==> config.mk <==
export PLATFORM = sky130hd
export DESIGN_NAME = mux_arb_reg
export DESIGN_NICKNAME = d
export VERILOG_FILES = /design/src/rtl/mux_arb_reg.sv
export SDC_FILE = /design/constraint.sdc
export NUM_CORES = 1
export LEC_CHECK = 0
export BUFFER_PORTS_ARGS = -buffer_cell sky130_fd_sc_hd__buf_2
export CORE_ASPECT_RATIO = 0.9
export CORE_UTILIZATION = 45
export DETAILED_ROUTE_END_ITERATION = 6
export PLACE_DENSITY = 0.73
export SETUP_SLACK_MARGIN = 0.05
export SYNTH_ARGS = -nofsm -noshare
export SYNTH_HDL_FRONTEND = slang
export SYNTH_SLANG_ARGS = --single-unit
==> constraint.sdc <==
create_clock -name clk -period 13.5 [get_ports clk]
set_input_delay 2.7 -clock clk [delete_from_list [all_inputs] [get_ports clk]]
set_output_delay 2.7 -clock clk [all_outputs]
set_load 0.01 [all_outputs]
==> src/rtl/mux_arb_reg.sv <==
`default_nettype none
// +--------------------------------------------------------------------------+
// | mux_arb_reg: N-input selector with a one-entry registered output stage,  |
// | direct-select or round-robin arbitration, valid/ready on every port.     |
// | Optional macro MUX_ARB_LOCK_EN adds a `lock` input for burst ownership.  |
// | Revision: 1.0                                                            |
// +--------------------------------------------------------------------------+
module mux_arb_reg #(
  parameter int WIDTH  = 5,
  parameter int NUM_IN = 8,
  parameter int SEL_W  = $clog2(NUM_IN)
) (
  input  logic                    clk,
  input  logic                    reset,
`ifdef MUX_ARB_LOCK_EN
  input  logic                    lock,
`endif
  input  logic [NUM_IN*WIDTH-1:0] in_data,
  input  logic [NUM_IN-1:0]       in_valid,
  output logic [NUM_IN-1:0]       in_ready,
  input  logic                    mode,
  input  logic [SEL_W-1:0]        sel,
  output logic [WIDTH-1:0]        out_data,
  output logic                    out_valid,
  input  logic                    out_ready,
  output logic [SEL_W-1:0]        out_src
);

  localparam logic [SEL_W:0]   c_num_in_ext = (SEL_W+1)'(NUM_IN);
  localparam logic [SEL_W-1:0] c_ptr_rst    = SEL_W'(NUM_IN - 1);

  logic [WIDTH-1:0] out_data_q, out_data_d;
  logic             out_valid_q, out_valid_d;
  logic [SEL_W-1:0] out_src_q, out_src_d;
  logic [SEL_W-1:0] rr_ptr_q, rr_ptr_d;

  logic             w_can_load;
  logic             w_grant_vld;
  logic [SEL_W-1:0] w_grant;
  logic             w_load;
  logic [WIDTH-1:0] w_sel_data;
  logic [SEL_W:0]   w_sum;
  logic [SEL_W-1:0] w_cand;

  assign w_can_load = !out_valid_q || out_ready;
  assign w_load     = w_grant_vld && w_can_load;

  // Round-robin search walks rr_ptr+1 .. rr_ptr+NUM_IN modulo NUM_IN; first valid wins.
  always_comb begin
    w_grant_vld = 1'b0;
    w_grant     = '0;
    w_sum       = '0;
    w_cand      = '0;
    if (!mode) begin
      if (({1'b0, sel} < c_num_in_ext) && in_valid[sel]) begin
        w_grant_vld = 1'b1;
        w_grant     = sel;
      end
    end else begin
`ifdef MUX_ARB_LOCK_EN
      if (lock && in_valid[rr_ptr_q]) begin
        w_grant_vld = 1'b1;
        w_grant     = rr_ptr_q;
      end
`endif
      for (int k = 1; k <= NUM_IN; k++) begin
        w_sum = {1'b0, rr_ptr_q} + (SEL_W+1)'(k);
        if (w_sum >= c_num_in_ext) begin
          w_sum = w_sum - c_num_in_ext;
        end
        w_cand = w_sum[SEL_W-1:0];
        if (!w_grant_vld && in_valid[w_cand]) begin
          w_grant_vld = 1'b1;
          w_grant     = w_cand;
        end
      end
    end
  end

  always_comb begin
    w_sel_data = '0;
    for (int i = 0; i < NUM_IN; i++) begin
      if (w_grant == SEL_W'(i)) begin
        w_sel_data = in_data[i*WIDTH +: WIDTH];
      end
    end
  end

  for (genvar i = 0; i < NUM_IN; i++) begin : g_ready
    assign in_ready[i] = w_load && (w_grant == SEL_W'(i));
  end

  // A load in the same cycle as a drain replaces the item, so no bubble appears.
  always_comb begin
    out_data_d  = out_data_q;
    out_valid_d = out_valid_q;
    out_src_d   = out_src_q;
    rr_ptr_d    = rr_ptr_q;
    if (w_load) begin
      out_data_d  = w_sel_data;
      out_valid_d = 1'b1;
      out_src_d   = w_grant;
      if (mode) begin
        rr_ptr_d = w_grant;
      end
    end else if (out_valid_q && out_ready) begin
      out_valid_d = 1'b0;
    end
  end

  always_ff @(posedge clk or posedge reset) begin
    if (reset) begin
      out_data_q  <= '0;
      out_valid_q <= 1'b0;
      out_src_q   <= '0;
      rr_ptr_q    <= c_ptr_rst;
    end else begin
      out_data_q  <= out_data_d;
      out_valid_q <= out_valid_d;
      out_src_q   <= out_src_d;
      rr_ptr_q    <= rr_ptr_d;
    end
  end

  assign out_data  = out_data_q;
  assign out_valid = out_valid_q;
  assign out_src   = out_src_q;

endmodule
`default_nettype wire
== After elaboration in Yosys (flattened, before gate mapping) ==
Index checks and enable logic that the tools add are counted.

* Add/sub/neg operators: 16
* $lt $le $gt $ge: 17
* Equal/unequal tests: 7
* Multiplexer cells: 71
* Reduce and logical (&&, ||, !) cells: 29

{| class="wikitable"
|+ Operators by type and width
! kind !! count
|-
| $mux 3 || 26
|-
| $mux 5 || 8
|-
| $lt 3x4->1 const B || 9
|-
| $ge 4x4->1 const B || 8
|-
| $mux 1 || 28
|-
| $bmux 1 s3 || 9
|-
| $sub 3x1->3 const B || 8
|-
| $logic_and 1x1->1 || 17
|-
| $add 3x3->4 const B || 4
|-
| $eq 3x3->1 const B || 4
|-
| $add 3x2->4 const B || 2
|-
| $logic_not 1->1 || 8
|-
| $eq 3x2->1 const B || 2
|-
| $add 3x1->4 const B || 1
|-
| $add 3x4->4 const B || 1
|-
| $eq 3x1->1 const B || 1
|-
| $logic_not 3->1 || 1
|-
| $reduce_and 2->1 || 1
|-
| $reduce_bool 2->1 || 1
|-
| $logic_or 1x1->1 || 1
|}

* Register bits: 12
* Input port bits: 55
* Output and inout port bits: 17
* Word-level logic and storage cells: 144

== Depth between registers and ports, before layout ==
* Depth after elaboration: 45
* Mapped depth: 15
* Depth with buffers taken out: 11

== Worst setup path before layout ==
Ideal clock, no wire load.

* Path kind: input-to-output
* Start point: in in_valid[0]
* End point: out in_ready[0]
* Arrival time: 5.086 ns
* Required time: 10.800 ns
* Slack: 5.714 ns
* Cell stages on the path: 8
* Buffers on the path: 1
* Cell sequence: mux2_2 -> mux4_2 -> a31o_2 -> nor4b_1 -> a31oi_1 -> o211a_1 -> clkbuf_1 -> nor4b_1

* Word-level cells in the longest chain between the ends: 34
* Elaborated cells between the ends (all ways): 62
* Those cells by class: 45 x mux; 17 x reduce/logical

{| class="wikitable"
|+ Ends and longest elaborated chain
! element !! RTL line !! text
|-
| from (decl) || 19 || <nowiki>input logic [NUM_IN-1:0] in_valid,</nowiki>
|-
| $bmux 1 s3 || 72 || <nowiki>if (!w_grant_vld && in_valid[w_cand]) begin</nowiki>
|-
| $mux 1 (implied by the code) || 72 ||
|-
| $mux 1 || 72 ||
|-
| $mux 1 || 54 || <nowiki>if (!mode) begin</nowiki>
|-
| $logic_not 1->1 || 72 ||
|-
| $logic_and 1x1->1 || 72 ||
|-
| $mux 1 || 72 ||
|-
| $mux 1 || 54 ||
|-
| (+18 left out) || n/a ||
|-
| $mux 1 || 72 ||
|-
| $mux 1 || 54 ||
|-
| $logic_not 1->1 || 72 ||
|-
| $logic_and 1x1->1 || 72 ||
|-
| $mux 3 / $mux 1 (equally long branches) || 72 ||
|-
| $mux 3 / $mux 1 (equally long branches) || 54 ||
|-
| $logic_not 3->1 / $logic_and 1x1->1 (equally long branches) || 90, 46 ||
|-
| $logic_and 1x1->1 * || 90 || <nowiki>assign in_ready[i] = w_load && (w_grant == SEL_W'(i));</nowiki>
|-
| to (decl) || 20 || <nowiki>output logic [NUM_IN-1:0] in_ready,</nowiki>
|}

Every way passes the cells marked *; elsewhere a longest branch is shown, timed or not. The select of a mux whose other input is x is not followed.

== Worst setup path after layout ==
* Start point: in in_valid[0]
* End point: out in_ready[6]

* Word-level cells in the longest chain between the ends: 34
* Elaborated cells between the ends (all ways): 62
* Those cells by class: 1 x eq/ne; 45 x mux; 16 x reduce/logical

{| class="wikitable"
|+ Ends and longest elaborated chain
! element !! RTL line
|-
| $bmux 1 s3 || 72
|-
| $mux 1 (implied by the code) || 72
|-
| $mux 1 || 72
|-
| $mux 1 || 54
|-
| $logic_not 1->1 || 72
|-
| $logic_and 1x1->1 || 72
|-
| $mux 1 || 72
|-
| $mux 1 || 54
|-
| (+18 left out) || n/a
|-
| $mux 1 || 72
|-
| $mux 1 || 54
|-
| $logic_not 1->1 || 72
|-
| $logic_and 1x1->1 || 72
|-
| $mux 3 / $mux 1 (equally long branches) || 72
|-
| $mux 3 / $mux 1 (equally long branches) || 54
|-
| $eq 3x3->1 / $logic_and 1x1->1 (equally long branches) || 90, 46
|-
| $logic_and 1x1->1 * || 90
|}

Marked as above.

==> results by group <==
Clock network
  – Post-CTS Setup Bufs: 0
  – CTS sink cnt: 12
  – Hold-fix buffers at CTS: 0
  – CTS tree: yes
  – Max H-tree Level: 1
  – Post-CTS Resized: 0
  – Clock buffer depth: 2
  – Clk_lat worst skew: around 240 ps
  – Worst-path clk slew: around 50 ps
  – Total CTS buffers: 3
  – Root Buffer Master: clkbuf_8

Synthesis
  – Post-synth top flop: dfrtp_1
  – Distinct cells, synth: slightly below 60
  – Synth Cell Area: slightly above 2000 µm²
  – EDFF count, synth: 0
  – Syn nets: between 200 and 300
  – Seq/Total Area, Yosys: ~15%
  – Ys async rst share: between 90% and 100%
  – Cells after Synth: 223
  – Syn_area_per_cell: 9.28 µm²
  – Yosys warns: 0
  – Flops & latches, synth: 12

Detailed routing
  – Routed wl met3: around 380 µm
  – Drt pass-1 iters: 4
  – WL met2: between 2000 and 3000 µm
  – DR WL/cell: 16.4 µm
  – Routed length on met1: between 2000 and 2500 µm
  – Vias/cell: about 6.1
  – Starting DRT DRC Count: 85
  – Post-Route WL: between 5000 and 6000 µm
  – Drt drc: 0
  – Post-route ant nets: 0
  – Top Metal Used: met4
  – Via Count: between 2k and 2.5k

STA
  – Post-Route Skew: between 4 and 5 ps
  – Final Setup Violations: 0
  – Post-Route Setup TNS: 0 ps
  – Slew margin rel.: a little over half
  – Fmax: 0.122 GHz
  – Minimum clock period: 8210 ps
  – Unrepaired setup endpoints after global routing: false
  – Final hold viol count: 0
  – Count of pins over their slew limit: 0
  – Worst Max-Slew Pin Slew: roughly 700 ps
  – Final worst-path cycle share: 60.8%

Cells and area
  – Layout fillers: roughly 440
  – Share of cells above drive strength 1: between 40% and 50%
  – Cell area after layout: ~2500 µm²
  – Final #Nets: approximately 340
  – Area growth syn-to-layout: 19.6%
  – ANT cells: 0

Floorplanning
  – # IOs: between 70 and 80
  – # rows: 23
  – Vert. Die Dim: between 60 and 70 µm
  – Die extent in x: 73.5 µm
  – Die area: just under 5000 µm²
  – Core Box Area: about 4400 µm²
  – Initial core utilization: between 40% and 50%

Global routing
  – Total congestion overflow: 0
  – Gr usage total: a little under a quarter
  – Largest net degree at the start of global routing: 31
  – Initial antenna violation count: 0
  – Global-route wire length before repair: 8940 µm
  – Vias in the first global route: ~1.8k

Critical path
  – Crit-path cells: buf_2 > mux2_2 > mux4_2 > a31o_2 > nor4b_1 > a31oi_1 > o211a_1 > or3_1 > nor2_1 > buf_2
  – Crit path DAT: approximately 5500 ps
  – Delay-heaviest family, CP: simple AND/OR/NAND/NOR gates
  – Max stage delay cell, worst path: mux4_2
  – Crit Path Max Fanout: 13
  – Critical Path Most Common Cell: buf_2
  – Crit-path max cell delay: 540 ps
  – Required @ worst endpoint: 10800 ps
  – CP startpoint kind: input port
  – Setup CP Type: input port to output pin
  – Critical path buffers and inverters: 2
  – CP endpoint kind: output pin

Place
  – # port buffers: between 70 and 80
  – DP Wirelength: about 4400 µm
  – Placed Area: roughly 2400 µm²
  – Routability cong.: 0.847

Job
  – Max-Cap Viols: 0

Power
  – Leak: roughly 1.0 nW
  – Power per cell area: between 200 and 300 nW/µm²
  – Worst vdd ir: roughly 0.14 mV

Status
  – Status: finished, final reports clean

Hold path
  – HP Class: register to register
[Yosys cell counts, types with 2 or more instances]
master	n	area (µm²)
buf_1	2	7.51
a221oi_1	3	26.3
and2_1	2	12.5
o21ai_0	5	25.0
inv_1	15	56.3
nor3_1	5	25.0
buf_6	2	22.5
a211oi_1	4	30.0
clkbuf_1	5	18.8
mux2i_1	15	150
or3_1	2	12.5
o31ai_1	3	22.5
a31oi_1	3	18.8
mux4_2	17	383
nand2_1	19	71.3
nor2_1	13	48.8
mux2_1	2	22.5
nor4b_1	2	17.5
dfrtp_1	9	225
a21oi_1	7	35.0
dfstp_2	3	78.8
buf_2	3	15.0
and3_1	2	12.5
ha_1	2	25.0
o21a_1	2	15.0
nand4_1	2	12.5
or2_2	2	12.5
a22oi_1	3	22.5
nand2b_1	2	12.5
o21bai_1	2	15.0
nor2b_1	4	25.0
mux2_2	16	180
o211ai_1	20	150
[per-layer routing]
| layer | global-route usage (%) | vias up |
|---|---|---|
| met5 | 0 | - |
| li1 | - | 1008 |
| met4 | 5.05 | 0 |
| met3 | 1.98 | 10 |
| met2 | 37.2 | 94 |
| met1 | 35.1 | 1011 |
[power by group]
part / leakage (nW) / total [mW] / internal, mW / switching, mW
Sequential: 0.140 / 0.0928 / 0.0566 / 0.0362
Clock: 0.0228 / 0.0331 / 0.0207 / 0.0124
Combinational: 0.877 / 0.532 / 0.242 / 0.290
[layout make-up]
cell class / instances / area, µm² / area share (%)
timing repair buffer: 71 / 355 / 14.4
sequential: 12 / 304 / 12.3
clock buffer: 4 / 45.0 / 1.82
inverter: 15 / 56.3 / 2.27
multi-input combinational: 183 / 1640 / 66.1
tap: 62 / 77.6 / 3.13
[cell usage in the layout, fill, tap and decap left out, types with 4 or more instances in the layout]
master    instances
buf_2            71
o211ai_1         20
nand2_1          19
mux4_2           17
mux2_2           16
inv_1            15
mux2i_1          15
nor2_1           13
dfrtp_1           9
a21oi_1           7
nor3_1            5
o21ai_0           5
a211oi_1          4
nor2b_1           4
[metrics by stage]
step / cells / worst slack (ps) / util [%] / total power, mW / hold slack [ps]
final: 347 / 5290 / 55.9 / 0.658 / 475
after detailed placement: 343 / 5340 / 54.9 / 0.617 / 468
after CTS: 347 / 5330 / 55.9 / 0.652 / 480
after global placement: 343 / 5390 / 54.9 / 0.610 / 460
after floorplan: 223 / 5710 / - / 0.515 / 507
after global routing: 347 / 5200 / 55.9 / 0.709 / 499
[sequential cells by signal, indices dropped and copies added (netlist names)]
signal and flops:
out_data 5, out_valid 1, out_src 3, rr_ptr_q 3
[worst paths after layout]
kind                                         start                       to  slack, ps  cells past startpoint
max                                    in_valid[0]              in_ready[6]       5290                     10
min                         out_src[0]$_DFFE_PP0P_   out_src[0]$_DFFE_PP0P_        480                      1
max reg2reg                rr_ptr_q[0]$_DFFE_PP1P_  out_data[1]$_DFFE_PP0P_       8750                     11
min reg2reg                 out_src[0]$_DFFE_PP0P_   out_src[0]$_DFFE_PP0P_        480                      1
max in group asynchronous                    reset  rr_ptr_q[2]$_DFFE_PP1P_      10690                      2
min in group asynchronous                    reset  out_data[2]$_DFFE_PP0P_       2460                      2
[cells by family after synthesis]
| kind of cell | Yosys count | synth area share [%] |
|---|---|---|
| compound gates | 68 | 26.2 |
| xor+xnor | 2 | 0.847 |
| fa+ha+maj | 2 | 1.21 |
| buf+inv | 28 | 6.17 |
| flops | 12 | 14.7 |
| mux | 50 | 35.5 |
| simple gates | 61 | 15.3 |
Note: power is estimated with default switching activity, not from simulation.
